<file path="src/rtl/wb_block.sv">
// Write-back stage: MEM/WB pipeline register, write-back data select, regfile write port,
// NZP condition codes, bypass copy and retired-instruction counter.
module wb_block #(
    parameter int unsigned RETIRE_W = 16
) (
    input  logic                clk,
    input  logic                reset_n,
    input  logic                stall,
    input  logic                in_valid,
    input  logic                in_load_regfile,
    input  logic                in_load_cc,
    input  logic [1:0]          in_wb_sel,
    input  logic                in_byte_hi,
    input  logic [2:0]          in_dest,
    input  logic [15:0]         in_alu,
    input  logic [15:0]         in_mem,
    input  logic [15:0]         in_pc,
    output logic                reg_load,
    output logic [2:0]          reg_dest,
    output logic [15:0]         reg_data,
    output logic [2:0]          cc,
    output logic                fwd_valid,
    output logic                retire,
    output logic [RETIRE_W-1:0] retire_count
);

    // MEM/WB register fields
    logic                valid_q;
    logic                load_regfile_q;
    logic                load_cc_q;
    logic [1:0]          wb_sel_q;
    logic                byte_hi_q;
    logic [2:0]          dest_q;
    logic [15:0]         alu_q;
    logic [15:0]         mem_q;
    logic [15:0]         pc_q;
    // Set once a held (stalled) instruction has committed, so it commits only once.
    logic                done_q;
    logic [2:0]          cc_q;
    logic [RETIRE_W-1:0] retire_count_q;

    logic [7:0]  byte_sel;
    logic [15:0] data_sel;
    logic [2:0]  cc_next;
    logic        commit;

    // Write-back value select, including sign-extended byte loads.
    always_comb begin
        byte_sel = byte_hi_q ? mem_q[15:8] : mem_q[7:0];
        data_sel = alu_q;
        case (wb_sel_q)
            2'b00:   data_sel = alu_q;
            2'b01:   data_sel = mem_q;
            2'b10:   data_sel = {{8{byte_sel[7]}}, byte_sel};
            default: data_sel = pc_q;
        endcase
    end

    // NZP derived from the value being written back; exactly one bit set.
    always_comb begin
        if (data_sel[15]) begin
            cc_next = 3'b100;
        end else if (data_sel == 16'h0000) begin
            cc_next = 3'b010;
        end else begin
            cc_next = 3'b001;
        end
    end

    // Outputs and bypass are a direct view of the WB register.
    always_comb begin
        commit       = valid_q & ~done_q;
        reg_load     = commit & load_regfile_q;
        reg_dest     = dest_q;
        reg_data     = data_sel;
        fwd_valid    = reg_load;
        retire       = commit;
        cc           = cc_q;
        retire_count = retire_count_q;
    end

    // Pipeline register, write-once tracking, condition codes and retire counter.
    always_ff @(posedge clk) begin
        if (!reset_n) begin
            valid_q        <= 1'b0;
            load_regfile_q <= 1'b0;
            load_cc_q      <= 1'b0;
            wb_sel_q       <= 2'b00;
            byte_hi_q      <= 1'b0;
            dest_q         <= 3'd0;
            alu_q          <= 16'h0000;
            mem_q          <= 16'h0000;
            pc_q           <= 16'h0000;
            done_q         <= 1'b0;
            cc_q           <= 3'b010;
            retire_count_q <= '0;
        end else begin
            if (commit) begin
                retire_count_q <= retire_count_q + 1'b1;
                if (load_cc_q) begin
                    cc_q <= cc_next;
                end
            end
            if (!stall) begin
                valid_q        <= in_valid;
                load_regfile_q <= in_load_regfile;
                load_cc_q      <= in_load_cc;
                wb_sel_q       <= in_wb_sel;
                byte_hi_q      <= in_byte_hi;
                dest_q         <= in_dest;
                alu_q          <= in_alu;
                mem_q          <= in_mem;
                pc_q           <= in_pc;
                done_q         <= 1'b0;
            end else if (commit) begin
                done_q <= 1'b1;
            end
        end
    end

endmodule

</file>
<file path="config.mk">
export PLATFORM = sky130hd
export DESIGN_NAME = wb_block
export DESIGN_NICKNAME = d
export VERILOG_FILES = /design/src/rtl/wb_block.sv
export SDC_FILE = /design/constraint.sdc
export NUM_CORES = 1
export LEC_CHECK = 0
export CORE_AREA = 2 2 92 94
export DETAILED_ROUTE_END_ITERATION = 7
export DIE_AREA = 0 0 94 96
export PLACE_DENSITY = 0.9
export SLEW_MARGIN = 20
export SYNTH_ARGS = -nofsm -noshare
export SYNTH_HDL_FRONTEND = slang
export SYNTH_SLANG_ARGS = --single-unit
</file>
<file path="constraint.sdc">
create_clock -name clk -period 2.7 [get_ports clk]
set_input_delay 0.27 -clock clk [delete_from_list [all_inputs] [get_ports clk]]
set_output_delay 0.27 -clock clk [all_outputs]
set_load 0.005 [all_outputs]
</file>
# Word-level counts from Yosys, hierarchy flattened
# Index checks and enable logic that the tools add are counted.
# op_classes
add_sub_neg,1
mul,0
n_div,0
magnitude_cmp,0
eq_ne,2
shifts,0
muxes,4
n_bitwise,3
reduce_logical,4
# ops
operator,count
$pmux W16 S3,1
$add A16 B1 Y16 const B,1
$logic_not A16 Y1,1
$mux W8,1
$reduce_and A2 Y1,2
$mux W3,1
$and A1 B1 Y1,2
$eq A2 B1 Y1 const B,1
$eq A2 B2 Y1 const B,1
$logic_not A2 Y1,1
$mux W2,1
$not A1 Y1,1
# totals
regBits,77
latch_bits,0
ramBits,0
mem_bits_ro,0
inputBits,60
out_inout_bits,41
word_cells,26
mem_count,0

# Logic depth before layout (Yosys ltp)
# logic_depth
word_depth,5
depth_mapped,8
depth_no_buf,7

# Worst setup path after synthesis
# OpenSTA, ideal clock, no wires.
# synth_path
path_kind,register to register
start,reg byte_hi_q
end,reg cc_q[0] (netlist: cc[0])
setup_ps,122
arrival_ps,1888
required_time_ps,2578
path_slack_ps,690
stages_incl_launch_ff,8
path_buffers,1
synth_period_minus_slack_ps,2010
path_cell_list,dfxtp_1 > buf_6 > mux2_4 > mux4_2 > a21oi_2 > nor4b_4 > nor2_1 > a311o_1
# synth_via
elab_chain_len,5
# synth_lines
element,line,rtl
from (decl),32,logic byte_hi_q;
from (signal assigned),109,byte_hi_q <= in_byte_hi;
$mux W8,49,byte_sel = byte_hi_q ? mem_q[15:8] : mem_q[7:0];
$pmux W16 S3,51,case (wb_sel_q)
via reg_data[6],20,"output logic [15:0] reg_data,"
$logic_not A16 Y1,63,end else if (data_sel == 16'h0000) begin
$mux W2,63,
$mux W3,61,if (data_sel[15]) begin
to (signal assigned),101,cc_q <= cc_next;
to (decl),39,logic [2:0] cc_q;
# The timed path passes the listed nets, and every way through them passes these cells.
# A chain may end at the register's enable or synchronous reset.

# Worst setup path after layout
# layout_path
start,reg wb_sel_q[1]
end,out reg_data[15]
# layout_via
elab_chain_len,2
elab_cells_between_ends,4
classes_between,eq/ne: 2; mux: 1; reduce/logical: 1
# layout_lines
element,line,rtl
from (decl),31,logic [1:0] wb_sel_q;
from (signal assigned),108,wb_sel_q <= in_wb_sel;
"$eq A2 B2 Y1, or another cell as far along",51,
$pmux W16 S3 (*),51,
to (decl),20,
# Mark *: on every way between the ends. The rest lies on a longest branch, timed or not.

==> metrics.cfg <==
[clock_tree]
cts_tree=yes
clk_latency_ns=0.36
clock_sinks=77
clk_path_buf_depth=2
numCtsBuffers=9
cts.clk_slew.worst_paths_ns=0.08
htree_num_levels=3
cts_root_buf=clkbuf_8

[synth]
synth_seq_cells=77
ys_seq_area_share_pct=40.1
yosysTopAreaCellShare_pct=40.1
synth-warning-count=0
syn_area_um2=3840
yosysTopAreaCell=dfxtp_1
synth_cells=390
yosysUniqueCellTypes=50
synth_fp_nets=451
synth_edf_count=0
ys_top_cells_by_area=dfxtp_1, mux2i_1, nor2b_1
post_synth.cell_area_avg_um2=9.86
synthArstFlopShare_pct=0
synthFlopType=dfxtp_1

[die]
die_y_um=96
row_count=33
dieArea_um2=9020
core_area_um2=8050
die-width_um=94
ios=101
start_util_pct=47.8

[job]
cap_violations=0

[pwr]
leakage_nw=1.99
ir_worst_vdd_mv=0.269
p_per_area_nw_per_um2=509

[global_route]
grtUsageTotal_pct=20.9
grt_pass1_wl_um=14500
grt_antenna_before_repair=0
grt_max_degree=59
gr-total-overflow=0
first_global_vias=2952

[detailed_routing]
vias=3146
drt_iter0_drc=192
dr.pass1.iters=4
wire_per_inst_um=15.9
routed_wl_um=9350
post_drt_via_cell_ratio=5.35
drc_errors=0
antenna_left=0

[worst_setup_path]
crit_arrival_ns=2.29
crit_required_ns=2.43
worstSetupPathType=reg -> out
critPathLaunchType=flip-flop
cp_max_fo=37
cp-end-kind=primary output

[sta]
grt_setup_unrepaired=no
relSlewSlack_pct=34.8
finalHoldViolations=0
setup_viol=0
post-route-min-period_ns=2.56
fin_crit_sh_pct=94.9
slew_viol_final=0
fmax_mhz=390
worst_slew_pin_slew_ns=0.977
setup_tns_ns=0
fin_skew_ns=0.00787

[finish]
final_cell_mix=clkdlybuf4s50_1, dfxtp_1, mux2i_1
multi_input_comb_area_um2=2150
fillers=667
nets=539
antenna_cells=0
final_common_cell=clkdlybuf4s50_1
drive_gt1_share_pct=7.45
regArea_um2=1540
instances_no_fill=588
syn_to_final_growth_pct=32.4

[hold_path]
hp-class=in -> reg

[placed_design]
placed_cells=572
gp_congestion=0.918
io_buffers=100
dp_hpwl_um=6810

[run_status]
outcome=completed

==> path summary, 6_finish.rpt <==
| path | startpoint | cells after the start | slack (ns) | endpoint |
|---|---|---|---|---|
| setup / recovery | wb_sel_q[1] | 6 | 0.14 | reg_data[15] |
| setup reg to reg | byte_hi_q | 6 | 0.50 | cc[0] |
| hold / removal | reset_n | 2 | 0.35 | cc[1] |
| hold reg to reg | pc_q[4] | 2 | 0.52 | pc_q[4] |
==> cell usage after synthesis, drive strengths merged (5+ instances only) <==
master / number
dfxtp: 77
mux2i: 64
nor2b: 61
and2: 18
buf: 15
nand2: 15
clkbuf: 13
xnor2: 12
nor3: 8
o21a: 7
o21ai: 7
inv: 6
nand2b: 6
nand4: 6
nor2: 6
a31oi: 5
and3: 5
mux4: 5
nand3: 5
nor3b: 5
==> cell type report <==
class	count	share of cell area, %
repair buffers	105	20.6
clock inverters	6	1.23
well taps	105	2.58
flip-flops and latches	77	30.3
clock buffers	10	2.70
inverters	6	0.442
multi-input cells	279	42.2
==> worst max-delay path, stage by stage (launching register included) <==
cell,delay [ns]
dfxtp_1,0.35
buf_6,0.26
nand2b_1,0.22
a21oi_1,0.08
or3_1,0.38
inv_1,0.11
clkdlybuf4s50_1,0.52
==> through the flow <==
stage               utilization [%]  total power [mW]  setup WS [ns]  cell area, um2  hold WS, ns
global placement               60.7              1.72          0.527            4880        0.476
CTS                            63.2              2.60         0.0856            5080        0.352
detailed placement             60.7              1.73          0.487            4880        0.507
global route                   63.2              2.70         0.0372            5090        0.379
finish                         63.2              2.59          0.138            5090        0.350
floorplan                         -              1.51          0.690            3840        0.436
==> flip-flops by register name, indices dropped and copies added (netlist names) <==
register and flops:
alu_q 16, mem_q 16, pc_q 16, retire_count 16, cc 3, reg_dest 3, wb_sel_q 2, byte_hi_q 1
done_q 1, load_cc_q 1, load_regfile_q 1, valid_q 1
==> per-layer routing <==
| layer | track usage [%] | vias to the layer above | routed length [um] |
|---|---|---|---|
| met1 | 27.0 | 1491 | 4250 |
| met4 | 6.76 | 0 | 107 |
| met5 | 0 | - | 0 |
| li1 | - | 1539 | - |
| met3 | 5.25 | 9 | 514 |
| met2 | 34.3 | 107 | 4480 |
==> power by group <==
part,leakage (nW),internal [mW],switching [mW]
Clock,0.0943,0.448,0.434
Combinational,1.27,0.276,0.192
Sequential,0.632,1.19,0.0491
==> what timing repair did <==
action                     CTS  global route
buffers inserted             0             0
hold buffers                 0             0
setup endpoints to repair    0             2
resized for setup            0             2
==> cells by family (layout without fill, tap and decap cells) <==
logic type	Yosys count	count (layout)	share of synthesized area (%)
AO/OA/AOI/OAI	45	45	8.53
adder cells (fa/ha/maj)	1	1	0.325
multiplexers	73	73	20.9
buffers and inverters	34	127	4.10
AND/OR/NAND/NOR	145	145	22.7
flip-flops	77	77	40.1
XOR/XNOR	15	15	3.42
(Power assumes the default switching activity.)
